File: src/rtl/ts_packet_mux.sv
// rtl/ts_packet_mux.sv - four-channel MPEG-2 TS packet multiplexer with sync hunt and starvation abort
module ts_packet_mux #(
  parameter int         DATA_WIDTH = 8,
  parameter int         PKT_LEN    = 188,
  parameter logic [7:0] SYNC_BYTE  = 8'h47,
  parameter int         TIMEOUT    = 255
) (
  input  logic                  rclk,
  input  logic                  rrst,
  input  logic [DATA_WIDTH-1:0] rdata1,
  input  logic [DATA_WIDTH-1:0] rdata2,
  input  logic [DATA_WIDTH-1:0] rdata3,
  input  logic [DATA_WIDTH-1:0] rdata4,
  input  logic                  rempty1,
  input  logic                  rempty2,
  input  logic                  rempty3,
  input  logic                  rempty4,
  output logic                  ren1,
  output logic                  ren2,
  output logic                  ren3,
  output logic                  ren4,
  output logic [7:0]            out_data,
  output logic                  out_valid,
  input  logic                  out_ready,
  output logic                  out_sop,
  output logic                  out_eop,
  output logic [1:0]            out_ch,
  output logic                  err_sync,
  output logic                  err_timeout,
  output logic [15:0]           drop_cnt
);

  localparam logic [0:0] HUNT = 1'b0;
  localparam logic [0:0] XFER = 1'b1;
  localparam logic [7:0] LAST_BYTE = 8'(PKT_LEN - 1);
  localparam logic [7:0] LAST_WAIT = 8'(TIMEOUT - 1);

  logic [0:0]            state;
  logic [1:0]            ptr;
  logic [1:0]            sel;
  logic [1:0]            cur;
  logic [7:0]            cnt;
  logic [7:0]            tcnt;
  logic [DATA_WIDTH-1:0] head;
  logic                  cur_empty;
  logic                  free;
  logic                  pop;
  logic                  is_sync;
  logic                  fwd;

  // Hunt walks the round-robin pointer; transfer stays on the locked channel.
  always_comb begin
    cur       = (state == XFER) ? sel : ptr;
    head      = rdata1;
    cur_empty = rempty1;
    case (cur)
      2'd0: begin head = rdata1; cur_empty = rempty1; end
      2'd1: begin head = rdata2; cur_empty = rempty2; end
      2'd2: begin head = rdata3; cur_empty = rempty3; end
      default: begin head = rdata4; cur_empty = rempty4; end
    endcase
  end

  assign free    = !out_valid || out_ready;
  assign pop     = free && !cur_empty;
  assign is_sync = (head == SYNC_BYTE);
  assign fwd     = pop && ((state == XFER) || is_sync);

  assign ren1 = pop && (cur == 2'd0);
  assign ren2 = pop && (cur == 2'd1);
  assign ren3 = pop && (cur == 2'd2);
  assign ren4 = pop && (cur == 2'd3);

  always_ff @(posedge rclk or posedge rrst) begin
    if (rrst) begin
      state       <= HUNT;
      ptr         <= 2'd0;
      sel         <= 2'd0;
      cnt         <= 8'd0;
      tcnt        <= 8'd0;
      out_data    <= 8'd0;
      out_valid   <= 1'b0;
      out_sop     <= 1'b0;
      out_eop     <= 1'b0;
      out_ch      <= 2'd0;
      err_sync    <= 1'b0;
      err_timeout <= 1'b0;
      drop_cnt    <= 16'd0;
    end else begin
      err_sync    <= 1'b0;
      err_timeout <= 1'b0;
      // A discarded byte leaves the stage empty, just like an idle cycle.
      if (free) begin
        out_valid <= fwd;
        if (fwd) begin
          out_data <= 8'(head);
          out_ch   <= cur;
          out_sop  <= (state == HUNT);
          out_eop  <= (state == XFER) && (cnt == LAST_BYTE);
        end
      end
      case (state)
        HUNT: begin
          if (free) begin
            if (cur_empty) begin
              ptr <= ptr + 2'd1;
            end else if (is_sync) begin
              sel   <= ptr;
              cnt   <= 8'd1;
              tcnt  <= 8'd0;
              state <= XFER;
            end else begin
              err_sync <= 1'b1;
              if (drop_cnt != 16'hFFFF) drop_cnt <= drop_cnt + 16'd1;
              ptr <= ptr + 2'd1;
            end
          end
        end
        XFER: begin
          // Backpressure freezes tcnt; only a free stage facing an empty FIFO counts as starvation.
          if (free) begin
            if (!cur_empty) begin
              cnt  <= cnt + 8'd1;
              tcnt <= 8'd0;
              if (cnt == LAST_BYTE) begin
                cnt   <= 8'd0;
                ptr   <= sel + 2'd1;
                state <= HUNT;
              end
            end else if (tcnt == LAST_WAIT) begin
              err_timeout <= 1'b1;
              tcnt        <= 8'd0;
              cnt         <= 8'd0;
              ptr         <= sel + 2'd1;
              state       <= HUNT;
            end else begin
              tcnt <= tcnt + 8'd1;
            end
          end
        end
      endcase
    end
  end

endmodule

File: config.mk
export PLATFORM = sky130hd
export DESIGN_NAME = ts_packet_mux
export DESIGN_NICKNAME = d
export VERILOG_FILES = /design/src/rtl/ts_packet_mux.sv
export SDC_FILE = /design/constraint.sdc
export NUM_CORES = 1
export LEC_CHECK = 0
export CORE_UTILIZATION = 55
export DETAILED_ROUTE_END_ITERATION = 8
export DONT_BUFFER_PORTS = 1
export PLACE_DENSITY = 0.7
export SLEW_MARGIN = 25
export SYNTH_ARGS = -nofsm -noshare
export SYNTH_HDL_FRONTEND = slang
export SYNTH_SLANG_ARGS = --single-unit
File: constraint.sdc
create_clock -name rclk -period 5.5 [get_ports rclk]
set_input_delay 1.1 -clock rclk [delete_from_list [all_inputs] [get_ports rclk]]
set_output_delay 1.1 -clock rclk [all_outputs]
set_load 0.05 [all_outputs]
==> results_dict.tcl <==
set metrics [dict create \
    overflow 0 \
    clock_path_buffers 2 \
    gp_congestion 0.765 \
    synth_edf_count 0 \
    port_buffers 0 \
    ir_drop_mv 0.353 \
    rsz0062_at_grt "false" \
    grt_pass1_vias 2221 \
    worstPathCellList "nor2_1 > a21oi_1 > inv_1 > ha_1 > a22oi_1 > o2111a_1 > and2_1" \
    async_reset_ff_share_pct 100 \
    num-fill-cells 447 \
    synth_compound_area_share_pct 18.6 \
    cp-start-kind "register" \
    yosysSeqAreaShare_pct 44.9 \
    status "completed" \
    cts_buffers 5 \
    hold_viol_final 0 \
    max_slew_margin_pct 56.6 \
    avgViaCountPerCell 6.29 \
    place_hpwl_um 4540 \
    cts_resized 0 \
    drt_first_pass_iters 4 \
    tightest_slew_ps 650 \
    synthFlopType "dfrtp_1" \
    cp_slowest_cell "dfrtp_1" \
    drv_slew 0 \
    hold_buffers 0 \
    worstPathMaxFanout 15 \
    max_stage_delay_ps 710 \
    synth_nets 343 \
    diodes 0 \
    post_cts_buffers 0 \
    ys_ff_latch 52 \
    max_freq_mhz 236 \
    clock_sinks 52 \
    synthAdderAreaFrac_pct 3.89 \
    cts_tree "built" \
    htree_levels 2 \
    antenna_found_initial 0 \
    drive_gt1_share_pct 7.56 \
    routed_wl_um 6330 \
    std_cell_rows 26 \
    dpl_worst_slack_ps 1670 \
    nNetsFinal 338 \
    final.setup.tns_ps 0 \
    maxCapViolations 0 \
    worstRegToRegCells 10 \
    end_kind "primary output" \
    grtUsageTotal_pct 23.9 \
    drc_errors 0 \
    grt_pass1_wl_um 10100 \
    io_pins 74 \
    min_path_cells 1 \
    fin_crit_ps 4240 \
    synthMuxAreaShare_pct 4.62 \
    critPathArrivalTime_ps 3140 \
    worst_slack_ps 1260 \
    leakagePower_uw 0.00133 \
    path_class "register to primary output" \
    dr.first_iter.drc_count 195 \
    synth_area_sq_mm 0.00290 \
    finalSetupViolCount 0 \
    power_density_mw_per_mm2 540 \
    start_util_pct 57.1 \
    dieArea_sq_mm 0.00556 \
    required_ps 4400 \
    die_y_um 74.6 \
    fp.dieW_um 74.6 \
    hold_class "register to register" \
    synth_top_family_by_area "simple AND/OR/NAND/NOR gates" \
    synth_area_per_cell_sq_um 9.81 \
    synth_xor_area_share_pct 4.24 \
    yosysWarnings 0 \
    timing.final.crit_share_pct 77.1 \
    route.vias.total 2270 \
    wl_per_cell_um 17.5 \
    syn2layout_area_growth_pct 5.49 \
    cts_root_buf "clkbuf_8" \
    postSynthCellCount 295 \
    drtAntennaViolNets 0 \
    grt_max_degree 53 \
    clk_pin_slew_ps 100 \
    yosys.area_share.simple_pct 20.2 \
    core_area_sq_mm 0.00507 \
    yosysUniqueCellTypes 47 \
    skew_ps 7.99 \
    post-route-util_pct 60.2 \
    clkLatencyLatePin_ps 310 \
]
final timing paths:
check,start,endpoint,slack [ps]
setup / recovery,state,ren3,1260
hold / removal,tcnt[7],tcnt[7],490
setup reg to reg,state,ptr[1],1680
hold reg to reg,tcnt[7],tcnt[7],490
max in group asynchronous,rrst,out_data[3],4330
min in group asynchronous,rrst,drop_cnt[5],740
where the power goes:
| part | leakage, uW | total (uW) | switching [uW] | internal (uW) |
|---|---|---|---|---|
| combinational | 0.000582 | 600 | 380 | 220 |
| sequential | 0.000684 | 770 | 296 | 473 |
| clock | 0.0000614 | 278 | 129 | 149 |
metrics by stage:
step	total power, uW	instances	hold WS (ps)	cell area [sq um]
floorplan	1260	295	446	2900
global placement	1350	353	472	2930
detailed placement	1370	353	480	2930
CTS	1650	361	496	3050
global route	1750	361	511	3050
finish	1650	361	495	3050
cells in the mapped netlist (3+ instances only):
cell type,number,share of area [%]
and2_1,10,2.2
a22oi_1,9,2.3
a21o_1,3,0.78
o21ai_0,11,1.9
dfrtp_1,52,45
nand4_1,12,2.6
mux2_2,5,1.9
and4_1,3,0.91
nor2_1,11,1.4
ha_1,9,3.9
a21oi_1,22,3.8
nand3_1,15,2.6
buf_2,6,1.0
nor3_1,11,1.9
o2bb2ai_1,7,2.1
or3_1,3,0.65
mux2_1,6,2.3
a22o_1,9,2.7
inv_1,11,1.4
o31ai_1,3,0.78
xnor2_1,14,4.2
nor2b_1,7,1.5
nand2_1,20,2.6
and3_1,5,1.1
clkbuf_1,4,0.52
state kept, by name, summed over array words and instances (netlist names):
signal	flops
cnt	8
drop_cnt	16
out_sop	1
err_timeout	1
err_sync	1
ptr	2
out_eop	1
out_data	8
sel	2
out_ch	2
out_valid	1
tcnt	8
state	1
cells by family (layout without fill, tap and decap cells):
kind of cell,count (synthesis),in the layout
XOR/XNOR,14,14
AND/OR/NAND/NOR,109,109
buffers and inverters,24,20
flip-flops,52,52
AO/OA/AOI/OAI,75,75
adder cells (fa/ha/maj),9,9
multiplexers,12,12
critical path, delay by kind of cell, from the launching register on:
family	cells	cell delay, ps
fa+ha+maj	1	340
compound gates	3	1020
flops	1	710
buf+inv	1	140
simple gates	2	610
routing by layer:
| layer | wire, um | vias up | track usage [%] |
|---|---|---|---|
| li1 | - | 1076 | - |
| met1 | 2940 | 1132 | 31.9 |
| met2 | 3010 | 56 | 38.0 |
| met3 | 317 | 6 | 6.37 |
| met4 | 54 | 0 | 7.34 |
| met5 | 0 | - | 0 |
placed cells by master (no fill, tap or decap), types with 7 or more instances in the layout:
master | Yosys | final
dfrtp_1 | 52 | 52
nor3_1 | 11 | 11
nor2_1 | 11 | 11
o21ai_0 | 11 | 11
nand4_1 | 12 | 12
nand3_1 | 15 | 15
a21oi_1 | 22 | 22
nand2_1 | 20 | 20
and2_1 | 10 | 10
inv_1 | 11 | 10
nor2b_1 | 7 | 7
a22o_1 | 9 | 9
o2bb2ai_1 | 7 | 7
ha_1 | 9 | 9
xnor2_1 | 14 | 14
a22oi_1 | 9 | 9
final cells by class:
cell class | count | area, sq um | area share, %
multi-input combinational | 219 | 1500 | 49.0
sequential | 52 | 1300 | 42.6
tap | 70 | 87.6 | 2.87
clock buffer | 6 | 82.6 | 2.70
inverter | 12 | 47.5 | 1.56
clock inverter | 2 | 38.8 | 1.27
(Power assumes the default switching activity.)
